`src/rtl/score_display_mux.sv`:
```
// score_display_mux: scans a 4-digit packed-BCD score onto a common-anode
// seven-segment display (active-low segments and anodes).
//   - prescaler produces one refresh tick every REFRESH_DIV clocks
//   - 2-bit digit index advances on each tick (0 = ones .. 3 = thousands)
//   - the score is captured once per frame (tick while idx == 3) so that all
//     four digits shown in a frame come from the same score value
//   - leading zeros of the captured score and non-BCD nibbles are blanked
//   - game_over freezes the captured score while scanning continues
// Optional build macro SCORE_BLINK_EN: while game_over is high, the whole
// display blinks with a half-period of BLINK_TICKS refresh ticks.
module score_display_mux #(
    parameter int REFRESH_DIV = 100000,
    parameter int BLINK_TICKS = 256
) (
    input  logic        clk,
    input  logic        reset,
    input  logic [15:0] score,
    input  logic        game_over,
    output logic [6:0]  seg,
    output logic        dp,
    output logic [3:0]  an
);

    // Parameter sanity: the prescaler needs at least two states per slot.
    if (REFRESH_DIV < 2 || BLINK_TICKS < 1) begin : g_bad_params
        $error("score_display_mux: REFRESH_DIV must be >= 2 and BLINK_TICKS >= 1");
    end

    localparam int               CNT_W   = $clog2(REFRESH_DIV);
    localparam logic [CNT_W-1:0] CNT_MAX = CNT_W'(REFRESH_DIV - 1);

    // Segment pattern for one BCD digit, {g,f,e,d,c,b,a} active low.
    // Anything that is not a decimal digit is shown blank.
    function automatic logic [6:0] seg_decode(input logic [3:0] digit);
        logic [6:0] pattern;
        case (digit)
            4'd0:    pattern = 7'h40;
            4'd1:    pattern = 7'h79;
            4'd2:    pattern = 7'h24;
            4'd3:    pattern = 7'h30;
            4'd4:    pattern = 7'h19;
            4'd5:    pattern = 7'h12;
            4'd6:    pattern = 7'h02;
            4'd7:    pattern = 7'h78;
            4'd8:    pattern = 7'h00;
            4'd9:    pattern = 7'h10;
            default: pattern = 7'h7F;
        endcase
        return pattern;
    endfunction

    // A digit position is a leading zero when it and every digit above it
    // are zero. The ones digit is never a leading zero so "0" stays visible.
    function automatic logic is_leading_zero(input logic [15:0] value,
                                             input logic [1:0]  pos);
        logic blank;
        case (pos)
            2'd3:    blank = (value[15:12] == 4'd0);
            2'd2:    blank = (value[15:8]  == 8'd0);
            2'd1:    blank = (value[15:4]  == 12'd0);
            default: blank = 1'b0;
        endcase
        return blank;
    endfunction

    logic [CNT_W-1:0] prescale;
    logic             tick;
    logic [1:0]       idx;
    logic [15:0]      snapshot;
    logic [3:0]       digit_p0;
    logic [6:0]       seg_p0;
    logic [3:0]       an_p0;
    logic             blink_off;

    assign tick = (prescale == CNT_MAX);

    // Refresh prescaler: free-running 0 .. REFRESH_DIV-1.
    always_ff @(posedge clk or posedge reset) begin
        if (reset) begin
            prescale <= '0;
        end else if (tick) begin
            prescale <= '0;
        end else begin
            prescale <= prescale + CNT_W'(1);
        end
    end

    // Digit index advances once per refresh tick and wraps 3 -> 0.
    always_ff @(posedge clk or posedge reset) begin
        if (reset) begin
            idx <= 2'd0;
        end else if (tick) begin
            idx <= idx + 2'd1;
        end
    end

    // Frame-coherent score capture at the frame boundary, frozen by game_over.
    always_ff @(posedge clk or posedge reset) begin
        if (reset) begin
            snapshot <= 16'h0000;
        end else if (tick && idx == 2'd3 && !game_over) begin
            snapshot <= score;
        end
    end

`ifdef SCORE_BLINK_EN
    localparam int            BLINK_W   = (BLINK_TICKS > 1) ? $clog2(BLINK_TICKS) : 1;
    localparam logic [BLINK_W-1:0] BLINK_MAX = BLINK_W'(BLINK_TICKS - 1);

    logic [BLINK_W-1:0] blink_cnt;

    // Blink phase: counts ticks only while game_over is high; the phase
    // starts "on" because the counter is held clear while the game runs.
    always_ff @(posedge clk or posedge reset) begin
        if (reset) begin
            blink_cnt <= '0;
            blink_off <= 1'b0;
        end else if (!game_over) begin
            blink_cnt <= '0;
            blink_off <= 1'b0;
        end else if (tick) begin
            if (blink_cnt == BLINK_MAX) begin
                blink_cnt <= '0;
                blink_off <= ~blink_off;
            end else begin
                blink_cnt <= blink_cnt + BLINK_W'(1);
            end
        end
    end
`else
    assign blink_off = 1'b0;
`endif

    // Next segment/anode values for the digit currently selected by idx.
    always_comb begin
        digit_p0 = snapshot[{idx, 2'b00} +: 4];
        an_p0    = ~(4'b0001 << idx);
        if (is_leading_zero(snapshot, idx)) begin
            seg_p0 = 7'h7F;
        end else begin
            seg_p0 = seg_decode(digit_p0);
        end
    end

    // Registered display drive; dark during reset and during the blink-off phase.
    always_ff @(posedge clk or posedge reset) begin
        if (reset) begin
            an  <= 4'hF;
            seg <= 7'h7F;
            dp  <= 1'b1;
        end else begin
            dp <= 1'b1;
            if (blink_off) begin
                an  <= 4'hF;
                seg <= 7'h7F;
            end else begin
                an  <= an_p0;
                seg <= seg_p0;
            end
        end
    end

endmodule

```
`config.mk`:
```
export PLATFORM = sky130hd
export DESIGN_NAME = score_display_mux
export DESIGN_NICKNAME = d
export VERILOG_FILES = /design/src/rtl/score_display_mux.sv
export SDC_FILE = /design/constraint.sdc
export NUM_CORES = 1
export LEC_CHECK = 0
export ABC_CLOCK_PERIOD_IN_PS = 1900
export CAP_MARGIN = 15
export CORE_MARGIN = 2
export CORE_UTILIZATION = 25
export DETAILED_ROUTE_END_ITERATION = 10
export HOLD_SLACK_MARGIN = 0.08
export PLACE_DENSITY = 0.41
export REMOVE_ABC_BUFFERS = 1
export SYNTH_ARGS = -nofsm -noshare
export SYNTH_HDL_FRONTEND = slang
export SYNTH_SLANG_ARGS = --single-unit
```
`constraint.sdc`:
```
create_clock -name clk -period 1.9 [get_ports clk]
set_input_delay 0.285 -clock clk [delete_from_list [all_inputs] [get_ports clk]]
set_output_delay 0.285 -clock clk [all_outputs]
set_load 0.01 [all_outputs]
```
==> results.md, run 1 <==
| Parameter | This run | Unit |
|---|---|---|
| Run status | complete, no violations | - |
| Sum of net half-perimeters after detailed placement | 3417 | um |
| Total count of max-transition violations in the final report | 0 | - |
| Final Hold Fails | 0 | - |
| Internal Dissipation | 1.384 | mW |
| Starting Density | 26.01 | % |
| Total global-route track usage | 9.757 | % |
| Switching pwr | 0.4334 | mW |
| CTS tree | yes | - |
| Number of nets in the layout | 264 | - |
| Clock slew at reported path FFs | 0.09 | ns |
| Gate count of the mapped netlist | 182 | - |
| Highest achievable clock rate | 0.5418 | GHz |
| Fraction of power spent switching nets | 23.84 | % |
| Critical Path RT | 2.10 | ns |
| Final total negative setup slack | 0 | ns |
| Antenna viol nets, final | 0 | - |
| Cell depth of the worst flop-to-flop path | 5 | - |
| X dimension of the die | 99.49 | um |
| Number of primary I/O pins | 31 | - |
| Drc violations | 0 | - |
| Count of flip-flops with a built-in enable after synthesis | 0 | - |
| Share of async-settable or async-resettable flops after synthesis | 100.0 | % |
| Num CTS Buffers | 5 | - |
| WHS | 0.2941 | ns |
| Reported leakage power | 1.262 | nW |
| Area taken by flip-flops and latches | 1166 | um2 |
| Floorplan core area | 8763 | um2 |
| Gpl congestion | 0.7503 | - |
| First-pass GRT wire length | 7569 | um |
| H-Tree Level Count | 2 | - |
| Post-synth cell types | 41 | - |
| Filler cell count | 884 | - |
| Worst-case clock buffer depth | 2 | - |
| Share of the cycle needed by the critical path after routing | 97.14 | % |
| Crit path launch type | register | - |
| Terminus of the critical flop-to-flop path | seg[3]$_DFF_PP1_ | - |
| Endpoint class of the critical path | register | - |
| Number of port buffers | 29 | - |
| Pin count of the biggest net entering global routing | 30 | - |
| Area of the mapped netlist | 2280 | um2 |
| Combinational power share | 10.1 | % |
| Cells along the critical path | mux4_2 -> ha_2 -> or2_2 -> a21oi_1 -> o21ai_0 | - |
| Main area contributors after synthesis | dfrtp_1, dfstp_2, mux2_4, ha_1, mux4_2 | - |
| Slowest CP cell | mux4_2 | - |
| Data arrival, critical path | 2.04 | ns |
| Via count of the first global-routing pass | 1455 | - |
| Total wirelength of the detailed-routed design | 4657 | um |
| Tmin final | 1.846 | ns |
| Clock Tree Root | clkbuf_8 | - |
| Post-Route Skew | 0.008984 | ns |
| Area share of the leading cell type in the synthesized netlist | 38.42 | % |
| Violation count after the first detailed-route iteration | 24 | - |
| Quantity of hold-fixing buffers added after cts | 0 | - |
| Number of rows created at floorplan | 34 | - |
| Number of violations of the max-capacitance limit | 0 | - |
| Final design utilization | 33.78 | % |
| Flops & latches, synth | 46 | - |
| R2r setup slk | 0.05 | ns |
| Mapped Avg Cell Area | 12.53 | um2 |
| RSZ-0062 raised after global routing | true | - |
| VDD IR max | 235.1 | uV |
| Category of the most critical setup path | reg -> reg | - |
| Die ar. | 9898 | um2 |
| Multi-input combinational cell area | 1035 | um2 |
| Main synth FF type | dfrtp_1 | - |
| Average routed wire per standard cell | 13.58 | um |
| Classification of the worst-slack hold path | in -> async | - |
| Post-DR vias/cell | 4.350 | - |
| Number of antenna diodes | 0 | - |
| Number of antenna violations at the first check in global routing | 0 | - |
| Synth-to-layout area growth | 29.86 | % |
| Via Count | 1492 | - |
| Sequential-to-total area share from yosys stat | 51.10 | % |
| Power density over cell area | 614.0 | nW/um2 |
| Crit-path max cell delay | 0.58 | ns |
| Number of detailed-routing iterations run before antenna repair | 4 | - |
| Maximum fanout count along the critical path | 6 | - |
| Register share of total power | 57.1 | % |
| Worst R2R Start | idx[0]$_DFFE_PP0N_ | - |
| Skew-Pair Late Insertion Delay | 0.30 | ns |
| Grt ovf | 0 | - |
| Total of endpoints with negative setup slack in the final report | 0 | - |
| Synthesis Warnings | 0 | - |
| Clock sink count | 46 | - |
| Die height | 99.49 | um |
| Share of layout cells above drive strength 1 | 29.79 | % |
| Power share of the clock group | 32.7 | % |
| Top cell type by total area after synthesis | dfrtp_1 | - |
critical path, delay by kind of cell, from the launching register on:
kind	cells	cell delay, ns
mux	1	0.58
flops	1	0.44
fa+ha+maj	1	0.19
compound gates	2	0.23
simple gates	1	0.31
per-stage QoR:
stage	setup slack [ns]	instances	power (mW)	instance area [um2]
finish	0.05425	343	1.818	2960
global route	-0.02468	343	1.903	2960
CTS	0.05557	338	1.847	2888
detailed placement	-0.0002355	330	1.240	2801
global placement	0.01455	330	1.243	2801
floorplan	-0.3929	178	1.139	2238
what timing repair did:
item / in CTS / in global routing
gates resized for setup: 1 / 4
endpoints found under the setup margin: 2 / 7
setup buffers: 0 / 4
cloned: 0 / 1
final cells by class:
class	instances	share of cell area [%]
flip-flops and latches	46	39.39
multi-input cells	117	34.95
inverters	15	1.902
clock buffers	5	2.325
well taps	108	4.565
repair buffers	49	16.31
clock inverters	3	0.5495
power groups by stage:
| stage | sequential (mW) | clock (mW) | combinational (mW) |
|---|---|---|---|
| 2_1_floorplan | 1.06 | 0 | 0.0790 |
| 3_3_place_gp | 1.06 | 0 | 0.184 |
| 3_5_place_dp | 1.06 | 0 | 0.183 |
| 4_1_cts | 1.04 | 0.624 | 0.184 |
| 5_1_grt | 1.04 | 0.657 | 0.203 |
| 6_report | 1.04 | 0.595 | 0.184 |
flip-flops by register name, indices dropped and copies added (netlist names):
| register | cells |
|---|---|
| snapshot | 16 |
| idx | 2 |
| seg | 7 |
| an | 4 |
| prescale | 17 |
kinds of logic (layout without fill, tap and decap cells):
family,after synthesis,count (layout),synth area share (%)
muxes,22,22,14.43
DFF,46,46,51.10
AOI/OAI and AO/OA,21,21,5.214
other,1,1,0.1645
and+or+nand+nor,49,49,13.78
buffers and inverters,19,72,4.281
adders and majority gates,11,11,6.037
xor gates and xnor gates,13,13,4.995
metal layers:
layer,vias to the layer above,share of wire (%),track usage (%)
li1,734,-,-
met1,726,50,14.05
met2,26,45,14.29
met3,6,3.2,2.108
met4,0,1.8,3.793
met5,-,0,0
worst max-delay path by stage:
stage	startpoint	to	slack, ns	cells past startpoint
2_1_floorplan	prescale[0]$_DFF_PP0_	snapshot[10]$_DFFE_PP0P_	-0.39	5
3_3_place_gp	idx[0]$_DFFE_PP0N_	seg[3]$_DFF_PP1_	0.01	5
3_5_place_dp	idx[0]$_DFFE_PP0N_	seg[3]$_DFF_PP1_	-0.0002	5
4_1_cts	idx[0]$_DFFE_PP0N_	seg[3]$_DFF_PP1_	0.06	5
5_1_grt	idx[0]$_DFFE_PP0N_	seg[3]$_DFF_PP1_	-0.02	5
6_report	idx[0]$_DFFE_PP0N_	seg[3]$_DFF_PP1_	0.05	5
synth_stat cells, types with 2 or more instances:
cell type and instances:
a21oi_1 7, and3_1 3, buf_6 3, dfrtp_1 35, dfstp_2 11, ha_1 11, inv_1 15, mux2_2 7
mux2_4 10, mux4_2 4, nand2_1 5, nand2b_1 2, nand3_1 5, nand4_1 3, nor2_1 10, nor2b_1 2
nor3_1 3, o211ai_1 2, o21ai_0 8, or2b_1 2, or4_1 3, xnor2_1 7, xor2_1 6
layout by cell type, fill, tap and decap left out, drive strengths merged, types with 7 or more instances in the layout:
cell            n
a21oi           7
buf            19
clkdlybuf4s50  29
dfrtp          35
dfstp          11
ha             11
inv            15
mux2           17
nor2           11
o21ai           8
xnor2           7
No activity file was read; power rests on OpenSTA's default activity.
==> inputs of run 2 (changes only) <==
--- a/config.mk
+++ b/config.mk
@@ -5,13 +5,13 @@
 export SDC_FILE = /design/constraint.sdc
 export NUM_CORES = 1
 export LEC_CHECK = 0
-export ABC_CLOCK_PERIOD_IN_PS = 1900
+export ABC_CLOCK_PERIOD_IN_PS = 2000
 export CAP_MARGIN = 15
 export CORE_MARGIN = 2
 export CORE_UTILIZATION = 25
 export DETAILED_ROUTE_END_ITERATION = 10
 export HOLD_SLACK_MARGIN = 0.08
-export PLACE_DENSITY = 0.41
+export PLACE_DENSITY = 0.4
 export REMOVE_ABC_BUFFERS = 1
 export SYNTH_ARGS = -nofsm -noshare
 export SYNTH_HDL_FRONTEND = slang
==> constraint.sdc (replaced) <==
create_clock -name clk -period 2 [get_ports clk]
set_input_delay 0.3 -clock clk [delete_from_list [all_inputs] [get_ports clk]]
set_output_delay 0.3 -clock clk [all_outputs]
set_load 0.01 [all_outputs]
==> results.md, run 2 (synthesis gave the netlist of run 1 again) <==
| Parameter | This run | Unit | vs previous |
|---|---|---|---|
| Run status | complete, no violations | - |  |
| RSZ-0062 raised after global routing | false | - |  |
| Number of nets in the layout | 256 | - | -3.0% |
| Die ar. | 9898 | um2 | unchanged |
| Share of layout cells above drive strength 1 | 25.55 | % | -4.2 points |
| Last element of the critical path | seg[3]$_DFF_PP1_ | - |  |
| Final total negative setup slack | 0 | ns | unchanged |
| Number of rows created at floorplan | 34 | - | unchanged |
| Data arrival, critical path | 2.04 | ns | about the same |
| Cell depth of the worst flop-to-flop path | 5 | - | unchanged |
| Highest achievable clock rate | 0.5450 | GHz | +0.60% |
| Synth-to-layout area growth | 26.62 | % |  |
| Crit-path max cell delay | 0.57 | ns | about the same |
| Total of endpoints with negative setup slack in the final report | 0 | - | unchanged |
| Skew-Pair Late Insertion Delay | 0.29 | ns | about the same |
| Count of buffer and inverter cells on the critical path | 0 | - | unchanged |
| Drc violations | 0 | - | unchanged |
| Reported leakage power | 1.212 | nW | -4.0% |
| Clock sink count | 46 | - | unchanged |
| Clock slew at reported path FFs | 0.09 | ns | about the same |
| X dimension of the die | 99.49 | um | unchanged |
| Top cell family by delay on the critical path | multiplexers | - |  |
| Final Hold Fails | 0 | - | unchanged |
| Total stage count of the critical path | 5 | - | unchanged |
| Commonest cells after routing, fill and taps aside | dfrtp_1, clkdlybuf4s50_1, inv_1 | - |  |
| Worst-case clock buffer depth | 2 | - | unchanged |
| Gpl congestion | 0.7105 | - | -5.3% |
| Starting Density | 26.01 | % | unchanged |
| Share of the cycle needed by the critical path after routing | 91.74 | % | -5.4 points |
| Post-DR vias/cell | 4.349 | - | about the same |
| Post-Route Skew | 0.008494 | ns | -0.0004902 ns |
| H-Tree Level Count | 2 | - | unchanged |
| Setup WS post-layout | 0.1653 | ns | +0.1111 ns |
| Slew @ Worst Pin | 0.5063 | ns |  |
| Crit path launch | idx[0]$_DFFE_PP0N_ | - |  |
| First-pass GRT wire length | 7866 | um | +3.9% |
| Total count of max-transition violations in the final report | 0 | - | unchanged |
| VDD IR max | 239.5 | uV | +1.8% |
| Total wirelength of the detailed-routed design | 4572 | um | -1.8% |
| Final Power | 1.841 | mW | +1.3% |
| Average routed wire per standard cell | 13.65 | um | +0.52% |
| Maximum fanout count along the critical path | 6 | - | unchanged |
| Endpoint class of the critical path | register | - |  |
| R2r setup slk | 0.17 | ns | +0.11 ns |
| Antenna viol nets, final | 0 | - | unchanged |
| Tmin final | 1.835 | ns | -0.01105 ns |
| Power density over cell area | 637.9 | nW/um2 | +3.9% |
| Sum of net half-perimeters after detailed placement | 3349 | um | -2.0% |
| Critical Path RT | 2.20 | ns | +0.10 ns |
| Worst R2R Start | idx[0]$_DFFE_PP0N_ | - |  |
| Most common cell after layout, fill and taps aside | dfrtp_1 | - |  |
| Violation count after the first detailed-route iteration | 51 | - | +110% |
| Quantity of hold-fixing buffers added after cts | 0 | - | unchanged |
| Registers with the highest flip-flop counts | prescale (17), snapshot (16), seg (7) | - |  |
| Placement Setup Slack | 0.08322 | ns | +0.08346 ns |
| CTS tree | yes | - |  |
| Terminus of the critical flop-to-flop path | seg[3]$_DFF_PP1_ | - |  |
| Via Count | 1457 | - | -2.3% |
| Multi-input combinational cell area | 1017 | um2 | -1.7% |
| Max FFs per register | 17 | - | unchanged |
| Classification of the worst-slack hold path | in -> async | - |  |
| Number of detailed-routing iterations run before antenna repair | 3 | - | -1 |
| Total global-route track usage | 10.08 | % | +0.32 points |
| Cells along the critical path | mux4_2 -> ha_1 -> or2_2 -> a21oi_1 -> o21ai_0 | - |  |
| Die height | 99.49 | um | unchanged |
| Worst slew slack as a fraction of its limit | 66.10 | % |  |
| Area taken by flip-flops and latches | 1166 | um2 | unchanged |
| Number of violations of the max-capacitance limit | 0 | - | unchanged |
| Clock Tree Root | clkbuf_8 | - |  |
| Number of antenna violations at the first check in global routing | 0 | - | unchanged |
| Register ranked first by flip-flop count | prescale | - |  |
| Number of antenna diodes | 0 | - | unchanged |
| Grt ovf | 0 | - | unchanged |
| Pin count of the biggest net entering global routing | 29 | - | -3.3% |
| Category of the most critical setup path | reg -> reg | - |  |
| Crit path launch type | register | - |  |
| Number of port buffers | 29 | - | unchanged |
| Via count of the first global-routing pass | 1558 | - | +7.1% |
| Num CTS Buffers | 5 | - | unchanged |
| Slowest CP cell | mux4_2 | - |  |
| Number of primary I/O pins | 31 | - | unchanged |
| Floorplan core area | 8763 | um2 | unchanged |
| Filler cell count | 895 | - | +1.2% |
[run 2: per-layer routing]
metal	GRT usage, %	routed length, um	vias up	part of all wire, %
li1	-	-	716	-
met1	14.58	2319	711	51
met2	15.07	2057	24	45
met3	1.968	126	6	2.8
met4	3.477	69	0	1.5
met5	0	0	-	0
[run 2: worst min-delay path by stage]
stage | startpoint | to | slack [ns] | depth (start not counted)
after floorplan | score[0] | snapshot[0]$_DFFE_PP0P_ | 0.45 | 1
after global placement | prescale[4]$_DFF_PP0_ | prescale[4]$_DFF_PP0_ | 0.48 | 1
after detailed placement | prescale[4]$_DFF_PP0_ | prescale[4]$_DFF_PP0_ | 0.48 | 1
after CTS | reset | snapshot[0]$_DFFE_PP0P_ | 0.33 | 2
after global routing | reset | snapshot[0]$_DFFE_PP0P_ | 0.37 | 2
final | reset | snapshot[0]$_DFFE_PP0P_ | 0.32 | 2
[run 2: power breakdown]
part	switching, mW	internal (mW)
Sequential	0.0177	0.970
Clock	0.310	0.374
Combinational	0.0687	0.101
[run 2: metrics by stage]
stage | cells | hold slack [ns] | utilization (%) | area [um2]
after global routing | 335 | 0.3726 | 32.94 | 2887
after CTS | 335 | 0.3312 | 32.92 | 2885
after global placement | 327 | 0.4820 | 31.71 | 2779
after floorplan | 178 | 0.4481 | - | 2238
final | 335 | 0.3202 | 32.94 | 2887
after detailed placement | 327 | 0.4839 | 31.71 | 2779
[run 2: area by class of cell]
cell class / count / share of cell area, %
multi-input cells: 117 / 35.24
clock inverters: 1 / 1.040
flip-flops and latches: 46 / 40.40
well taps: 108 / 4.681
inverters: 15 / 1.951
clock buffers: 7 / 2.644
repair buffers: 41 / 14.04
[run 2: repair_timing]
action,in CTS,in global routing
endpoints found under the setup margin,0,5
setup buffers,0,0
resized for setup,0,1
==> RTL change, RTL diff (settings of run 1) <==
Set the parameter `REFRESH_DIV` to 50000 (it was 100000).
--- a/src/rtl/score_display_mux.sv
+++ b/src/rtl/score_display_mux.sv
@@ -9,7 +9,7 @@
 // Optional build macro SCORE_BLINK_EN: while game_over is high, the whole
 // display blinks with a half-period of BLINK_TICKS refresh ticks.
 module score_display_mux #(
-    parameter int REFRESH_DIV = 100000,
+    parameter int REFRESH_DIV = 50000,
     parameter int BLINK_TICKS = 256
 ) (
     input  logic        clk,
Check against the original RTL: no difference found for any inputs over 10 cycles, from zero or initial values and one cycle with reset high; that may be too few to reach the edited logic, so the function may still have changed.
==> RTL change against run 1 <==
The flow now finishes with violations (setup timing); via count about the same; final area is 0.38% higher; area after synthesis shrank 2.9%; final cell count increased by 0.58%; critical path depth increased by 2; sequential cell count decreased by 1; routed wire length decreased by 2.0%; die area is 2.7% lower; worst setup slack worse by 0.11 ns.
Power is not compared: it rests on default switching activity, and its combinational part moved more than twofold at a synthesized area within 25%.
==> RTL change: results (changes against run 1) <==
stage	metric	value	unit	change
run_status	status	complete, but fails checks		
run_status	failing checks	setup timing		
cells_and_area	fill count	879		-0.57%
routing	drt total wl	4.56	mm	-2.0%
synthesis	Seq/Total Area, Yosys	0.515		+0.00371
cells_and_area	diodes inserted	0		unchanged
timing	Setup TNS Final	-0.841	ns	-0.841 ns
routing	M1 WL	2.28	mm	-2.6%
routing	WL met3	124	µm	-16%
timing	post-route setup slack	-0.0600	ns	-0.114 ns
critical_path	worst-path fanout max	8		+2
cells_and_area	top flop regs	prescale: 16 flops, snapshot: 16 flops, seg: 7 flops		
synthesis	Synth area leaders	dfrtp_1, dfstp_2, mux2_4, ha_1, mux4_2		
grt	first-pass GRT wire length	7.98	mm	+5.4%
synthesis	Post-Synth Adder-Cell Area	0.0621		+0.00177
synthesis	post-synthesis mux area share	0.139		-0.00536
min_path	HP Class	in2async		
placed_design	RD Place Congestion	0.714		-4.9%
routing	met2 routed WL	2.09	mm	-0.19%
grt	largest net degree at the start of global routing	46		+53%
synthesis	post-synthesis xor/xnor area fraction	0.0514		+0.00147
grt	Tot GR Track Use	0.106		+0.00861
critical_path	Crit path largest cell delay	0.36	ns	-0.22 ns
cells_and_area	layout cells sized above 1	0.308		+0.0101
grt	vias in the first global route	1576		+8.3%
timing	Final setup viols	16		+16
synthesis	Compound-Gate Fraction of Synth Area	0.0520		-0.000163
placed_design	pre-CTS setup slack	-0.0846	ns	-0.0843 ns
critical_path	slowest cell on the critical path	dfrtp_1		
placed_design	Post-DP HPWL	3.21	mm	-6.0%
synthesis	Synth cell types	36		-12%
routing	initial drt markers	49		+100%
critical_path	WP data arrival	2.15	ns	+0.11 ns
-- RTL change: changes by cell type after synthesis, sizes merged, moves of 2 or more --
cell     delta
and3        -2
buf         -2
clkbuf      +3
inv         -2
nand2b      +2
nand4bb     +2
nor2        -2
nor4        +2
or2b        -2
-- RTL change: area by class of cell --
cell class | instances | area [µm²] | share of cell area
flip-flops and latches | 45 | 1140 | 0.384
clock buffers | 7 | 76.3 | 0.0257
well taps | 108 | 135 | 0.0455
multi-input cells | 116 | 1030 | 0.347
inverters | 13 | 48.8 | 0.0164
clock inverters | 1 | 5.00 | 0.00168
repair buffers | 55 | 534 | 0.180
-- RTL change: worst max-delay path, delay by kind of cell, from the launching register on --
family | cells | cell delay, ns
buf+inv | 2 | 0.29
simple gates | 3 | 0.72
flops | 1 | 0.36
mux | 1 | 0.30
fa+ha+maj | 1 | 0.18
-- RTL change: what timing repair did --
| action | 4_1_cts | 5_1_grt |
|---|---|---|
| endpoints found under the setup margin | 16 | 19 |
| setup buffers | 3 | 1 |
| gates resized for setup | 9 | 6 |
| cloned | 1 | 0 |
| pin swaps | 3 | 0 |
-- RTL change: routing by layer --
| metal | GRT usage | vias up |
|---|---|---|
| met5 | 0 | - |
| met3 | 0.0236 | 5 |
| met4 | 0.0385 | 0 |
| met2 | 0.168 | 23 |
| met1 | 0.143 | 725 |
| li1 | - | 738 |
-- RTL change: worst paths after layout --
| check | startpoint | to | slack [ns] | cells after the start |
|---|---|---|---|---|
| hold / removal | reset | prescale[14]$_DFF_PP0_ | 0.34 | 3 |
| setup reg to reg | prescale[1]$_DFF_PP0_ | snapshot[3]$_DFFE_PP0P_ | -0.06 | 7 |
| hold reg to reg | snapshot[3]$_DFFE_PP0P_ | snapshot[3]$_DFFE_PP0P_ | 0.51 | 1 |
| setup / recovery | prescale[1]$_DFF_PP0_ | snapshot[3]$_DFFE_PP0P_ | -0.06 | 7 |
| min in group clk | snapshot[3]$_DFFE_PP0P_ | snapshot[3]$_DFFE_PP0P_ | 0.51 | 1 |
| max in group asynchronous | reset | seg[4]$_DFF_PP1_ | 1.29 | 3 |
-- RTL change: power by group through the flow --
stage	combinational, µW	sequential (µW)	clock [µW]
CTS	67.9	958	615
global route	72.0	958	658
detailed placement	67.4	976	0
global placement	66.9	976	0
finish	64.8	958	589
floorplan	15.3	976	0
-- RTL change: stage by stage --
| stage | util | power (µW) | cells |
|---|---|---|---|
| floorplan | - | 991 | 174 |
| global placement | 0.323 | 1040 | 332 |
| detailed placement | 0.323 | 1040 | 332 |
| CTS | 0.341 | 1640 | 344 |
| global route | 0.344 | 1690 | 345 |
| finish | 0.344 | 1610 | 345 |
